--- config.mk ---
export PLATFORM = sky130hd
export DESIGN_NAME = data_bus_bridge
export DESIGN_NICKNAME = d
export VERILOG_FILES = /design/src/rtl/data_bus_bridge.sv
export SDC_FILE = /design/constraint.sdc
export NUM_CORES = 1
export LEC_CHECK = 0
export BUFFER_PORTS_ARGS = -buffer_cell sky130_fd_sc_hd__buf_2
export CELL_PAD_IN_SITES_DETAIL_PLACEMENT = 2
export CELL_PAD_IN_SITES_GLOBAL_PLACEMENT = 2
export CORE_MARGIN = 4
export CORE_UTILIZATION = 32
export DETAILED_ROUTE_END_ITERATION = 10
export GPL_TIMING_DRIVEN = 0
export PLACE_DENSITY_LB_ADDON = 0.1
export SYNTH_ARGS = -nofsm -noshare
export SYNTH_HDL_FRONTEND = slang
export SYNTH_SLANG_ARGS = --single-unit
--- constraint.sdc ---
create_clock -name clk -period 2.6 [get_ports clk]
set_input_delay 0.13 -clock clk [delete_from_list [all_inputs] [get_ports clk]]
set_output_delay 0.13 -clock clk [all_outputs]
set_load 0.05 [all_outputs]
--- src/rtl/data_bus_bridge.sv ---
// Data-side bus bridge: splits CPU data accesses between the data SRAM and a
// small block of memory-mapped config registers (LED, switches, timer,
// compare, interrupt status). Read data returns one cycle after the request.
//
// Request semantics: cpu_en is a single-cycle "valid" with no back-pressure.
// Every cycle with cpu_en=1 is one complete access; cpu_wen=0 makes it a read.
// The bridge never stalls, so there is no ready signal. Read data is valid
// on the cycle after the request.
module data_bus_bridge #(
    parameter logic [15:0] CONF_HI   = 16'hBFAF,
    parameter logic [31:0] CMP_RESET = 32'hFFFF_FFFF
) (
    input  logic        clk,
    input  logic        resetn,
    input  logic        cpu_en,
    input  logic [3:0]  cpu_wen,
    input  logic [31:0] cpu_addr,
    input  logic [31:0] cpu_wdata,
    output logic [31:0] cpu_rdata,
    output logic        ram_en,
    output logic [3:0]  ram_wen,
    output logic [31:0] ram_addr,
    output logic [31:0] ram_wdata,
    input  logic [31:0] ram_rdata,
    input  logic [7:0]  switch,
    output logic [15:0] led,
    output logic        timer_irq
);

    localparam logic [15:0] OFF_LED     = 16'h0000;
    localparam logic [15:0] OFF_SWITCH  = 16'h0004;
    localparam logic [15:0] OFF_TIMER   = 16'h0008;
    localparam logic [15:0] OFF_COMPARE = 16'h000C;
    localparam logic [15:0] OFF_STATUS  = 16'h0010;

    logic        w_is_conf;
    logic        w_conf_acc;
    logic [15:0] w_off;
    logic [31:0] w_wmask;
    logic        w_wr_led;
    logic        w_wr_timer;
    logic        w_wr_compare;
    logic        w_wr_status;
    logic [31:0] w_timer_inc;
    logic        w_set;
    logic        w_clr;
    logic [31:0] w_conf_rdata;

    logic [15:0] r_led;
    logic [31:0] r_timer;
    logic [31:0] r_compare;
    logic        r_pending;
    logic [7:0]  r_sw_meta;
    logic [7:0]  r_sw_sync;
    logic        r_sel_q;
    logic [31:0] r_conf_q;

    // Address decode and SRAM request pass-through.
    assign w_is_conf  = (cpu_addr[31:16] == CONF_HI);
    assign w_conf_acc = cpu_en & w_is_conf;
    assign w_off      = cpu_addr[15:0];
    assign w_wmask    = {{8{cpu_wen[3]}}, {8{cpu_wen[2]}}, {8{cpu_wen[1]}}, {8{cpu_wen[0]}}};

    assign ram_en    = cpu_en & ~w_is_conf;
    assign ram_wen   = ram_en ? cpu_wen : 4'h0;
    assign ram_addr  = cpu_addr;
    assign ram_wdata = cpu_wdata;

    // Per-register write strobes; the byte mask decides which lanes change.
    assign w_wr_led     = w_conf_acc & (w_off == OFF_LED);
    assign w_wr_timer   = w_conf_acc & (w_off == OFF_TIMER);
    assign w_wr_compare = w_conf_acc & (w_off == OFF_COMPARE);
    assign w_wr_status  = w_conf_acc & (w_off == OFF_STATUS);

    assign w_timer_inc = r_timer + 32'd1;
    assign w_set       = (r_timer == r_compare);
    assign w_clr       = w_wr_status & cpu_wen[0] & cpu_wdata[0];

    // Config read mux, using register values before this cycle's updates.
    always_comb begin
        w_conf_rdata = 32'h0;
        if (w_is_conf) begin
            case (w_off)
                OFF_LED:     w_conf_rdata = {16'h0, r_led};
                OFF_SWITCH:  w_conf_rdata = {24'h0, r_sw_sync};
                OFF_TIMER:   w_conf_rdata = r_timer;
                OFF_COMPARE: w_conf_rdata = r_compare;
                OFF_STATUS:  w_conf_rdata = {31'h0, r_pending};
                default:     w_conf_rdata = 32'h0;
            endcase
        end
    end

    // LED register: only the two low byte lanes exist.
    always_ff @(posedge clk or negedge resetn) begin
        if (!resetn) begin
            r_led <= 16'h0;
        end else if (w_wr_led) begin
            r_led <= (r_led & ~w_wmask[15:0]) | (cpu_wdata[15:0] & w_wmask[15:0]);
        end
    end

    // Free-running timer; written lanes override the incremented value.
    always_ff @(posedge clk or negedge resetn) begin
        if (!resetn) begin
            r_timer <= 32'h0;
        end else if (w_wr_timer) begin
            r_timer <= (w_timer_inc & ~w_wmask) | (cpu_wdata & w_wmask);
        end else begin
            r_timer <= w_timer_inc;
        end
    end

    // Compare register, byte-lane writable.
    always_ff @(posedge clk or negedge resetn) begin
        if (!resetn) begin
            r_compare <= CMP_RESET;
        end else if (w_wr_compare) begin
            r_compare <= (r_compare & ~w_wmask) | (cpu_wdata & w_wmask);
        end
    end

    // Pending flag: a compare hit wins over a simultaneous write-1-to-clear.
    always_ff @(posedge clk or negedge resetn) begin
        if (!resetn) begin
            r_pending <= 1'b0;
        end else begin
            r_pending <= w_set | (r_pending & ~w_clr);
        end
    end

    // Two-flop synchroniser for the asynchronous board switches.
    always_ff @(posedge clk or negedge resetn) begin
        if (!resetn) begin
            r_sw_meta <= 8'h0;
            r_sw_sync <= 8'h0;
        end else begin
            r_sw_meta <= switch;
            r_sw_sync <= r_sw_meta;
        end
    end

    // Read-return state: captured on every access, held while idle.
    always_ff @(posedge clk or negedge resetn) begin
        if (!resetn) begin
            r_sel_q  <= 1'b0;
            r_conf_q <= 32'h0;
        end else if (cpu_en) begin
            r_sel_q  <= w_is_conf;
            r_conf_q <= w_conf_rdata;
        end
    end

    assign cpu_rdata = r_sel_q ? r_conf_q : ram_rdata;
    assign led       = r_led;
    assign timer_irq = r_pending;

endmodule

==> results.sh <==
export IMPL_drv_cap=0
export IMPL_netlist_area_um2=7118
export IMPL_clkSinkCount=130
export IMPL_leakage_uw=0.004723
export IMPL_crit_path_frequent_cell="clkbuf_1"
export IMPL_gp_congestion=0.8242
export IMPL_cp_max_fo=10
export IMPL_synth_ff_type="dfrtp_1"
export IMPL_num_rows=54
export IMPL_diodes=0
export IMPL_synth_area_leaders="dfrtp_1, mux2_2, dfstp_2"
export IMPL_wl_per_cell_um=21.41
export IMPL_synth_edf_count=0
export IMPL_ir_drop_v=0.0004435
export IMPL_skew_ps=8.058
export IMPL_dp_hpwl_mm=19.07
export IMPL_holdCritPathClass="in -> reg"
export IMPL_clock_latency_ps=420
export IMPL_die_y_um=157.1
export IMPL_cts_tree="yes"
export IMPL_routed_wl_mm=25.56
export IMPL_status="complete, but fails checks"
export IMPL_final_common_cell="buf_2"
export IMPL_drive_gt1_share_pct=49.78
export IMPL_pwr_density_cell_nw_per_um2=569.1
export IMPL_nets=1013
export IMPL_grt_pass1_vias=6781
export IMPL_ys_seq_elements=130
export IMPL_syn_nets=738
export IMPL_cts_root_buffer="clkbuf_16"
export IMPL_placed_cell_area_um2=8633
export IMPL_async_flop_share_pct=100.0
export IMPL_coreArea_um2=21820
export IMPL_worst_pin_slew_ps=925.2
export IMPL_io_pins=229
export IMPL_numCtsBuffers=17
export IMPL_timing_fmax_mhz=414.8
export IMPL_finalSetupTns_ps=0
export IMPL_postSynthCellCount=626
export IMPL_slew_violations=0
export IMPL_fin_crit_sh_pct=92.73
export IMPL_start_kind="register"
export IMPL_antenna_found_initial=0
export IMPL_cp_buffers_inverters=3
export IMPL_crit_chain="clkbuf_1 > clkbuf_1 > mux2_2 > buf_2"
export IMPL_yosysTopAreaCellShare_pct=34.45
export IMPL_viasPerCell=5.070
export IMPL_holdWs_ps=-0.01049
export IMPL_die_w_um=157.1
export IMPL_drt_pass1_iter_count=4
export IMPL_yosysWarnings=0
export IMPL_crit_type="reg -> out"
export IMPL_fin_crit_ps=2411
export IMPL_cp_slowest_cell="clkbuf_1"
export IMPL_crit_arrival_ps=2280
export IMPL_synthDistinctLibCells=39
export IMPL_grt_overflow_total=0
export IMPL_cts_max_level=4
export IMPL_grt_max_degree=97
export IMPL_fin_area_um2=9562
export IMPL_grt_pass1_wl_mm=39.18
export IMPL_drt_iter0_drc=215
export IMPL_cp_end_kind="output pin"
export IMPL_grt_usage_pct=20.65
export IMPL_required_ps=2470
export IMPL_clock_path_buffers=2
export IMPL_final_cell_mix="buf_2, dfrtp_1, mux2_2, buf_4, xor2_1"
export IMPL_synth_top_area_cell="dfrtp_1"
export IMPL_avgSynthCellArea_um2=11.37
export IMPL_ant_nets=0
export IMPL_max_stage_delay_ps=640
export IMPL_vias=6053
export IMPL_initial_core_util_pct=32.62
export IMPL_die_area_um2=24690
export IMPL_violations="negative hold slack"
export IMPL_drcViolationCount=0
export IMPL_yosysSeqAreaShare_pct=46.26
export IMPL_clk_transition_reported_paths_ps=60
export IMPL_port_buffers=226
export IMPL_area_growth_pct=34.33
export IMPL_hold_viol_final=1
export IMPL_setup_viol=0
export IMPL_relSlewSlack_pct=38.32
export IMPL_critPathTopFamily="buffers and inverters"
==> repair_timing <==
item                                    in CTS  in global routing
pin swaps                                    0                  1
endpoints found under the hold margin       72                  0
resized for setup                            1                  2
buffers inserted                             0                  1
hold buffers                                28                  0
endpoints found under the setup margin       8                  3
==> metrics by stage <==
step	cells	utilization (%)	power, uW	setup slack, ps
2_1_floorplan	626	-	2602	695.5
3_3_place_gp	1132	39.40	2873	-410.5
3_5_place_dp	1133	39.56	2897	-116.4
4_1_cts	1193	43.72	5502	105.7
5_1_grt	1194	43.81	5622	-38.90
6_report	1194	43.81	5441	189.1
==> logic make-up (layout without fill, tap and decap cells) <==
| family | count (synthesis) | in the layout | share of synthesized area (%) |
|---|---|---|---|
| XOR/XNOR | 62 | 62 | 7.629 |
| adder cells (fa/ha/maj) | 1 | 1 | 0.1757 |
| multiplexers | 113 | 113 | 18.72 |
| flip-flops | 130 | 130 | 46.26 |
| AND/OR/NAND/NOR | 148 | 148 | 11.71 |
| AO/OA/AOI/OAI | 74 | 74 | 6.908 |
| buffers and inverters | 98 | 386 | 8.595 |
==> power breakdown <==
part           switching (uW)  total, uW  internal (uW)  leakage (uW)
clock network             955       2560           1600      0.000296
registers                4.23       2040           2040       0.00164
logic                     564        842            278       0.00279
total                    1520       5440           3920       0.00472
==> final cells by class <==
| type | count | area [um^2] |
|---|---|---|
| clock inverters | 14 | 188.9 |
| inverters | 4 | 15.01 |
| flip-flops and latches | 130 | 3293 |
| clock buffers | 18 | 429.2 |
| well taps | 280 | 350.3 |
| multi-input cells | 398 | 3222 |
| fillers | 2389 | 12260 |
| repair buffers | 256 | 1465 |
| plain buffers | 94 | 598.1 |
==> path summary, 6_finish.rpt <==
kind                                        start                          to  slack (ps)  cells after the start
setup / recovery              r_sel_q$_DFFE_PN0P_                cpu_rdata[7]         190                      4
max in group asynchronous                  resetn  asynchronous set/reset pin        1570                      3
min in group asynchronous                  resetn    r_conf_q[30]$_DFFE_PN0P_         180                      2
setup reg to reg             r_timer[8]$_DFF_PN0_       r_timer[28]$_DFF_PN0_         250                      6
hold / removal                       cpu_wdata[5]                    register       -0.01                      2
hold reg to reg            r_sw_meta[4]$_DFF_PN0_      r_sw_sync[4]$_DFF_PN0_         350                      0
==> cells in the mapped netlist (8+ instances only) <==
cell,count
a21oi_1,31
a22o_1,15
buf_4,64
clkbuf_1,23
dfrtp_1,98
dfstp_2,32
mux2_2,80
mux2i_1,24
mux4_2,8
nand2_1,15
nand3_1,13
nand4_1,23
nor2_1,44
nor4_1,15
o21ai_0,10
o2bb2ai_1,17
xnor2_1,11
xor2_1,51
==> routing by layer <==
metal  wire length [um]  share of wire [%]  global-route usage [%]  vias up
met4                362                1.4                   5.490        0
met2              12910                 51                   36.30      168
met1              10960                 43                   26.48     3133
met3               1320                5.2                   3.354       22
li1                   -                  -                       -     2730
met5                  0                  0                       0        -
Note: power is estimated with default switching activity, not from simulation.
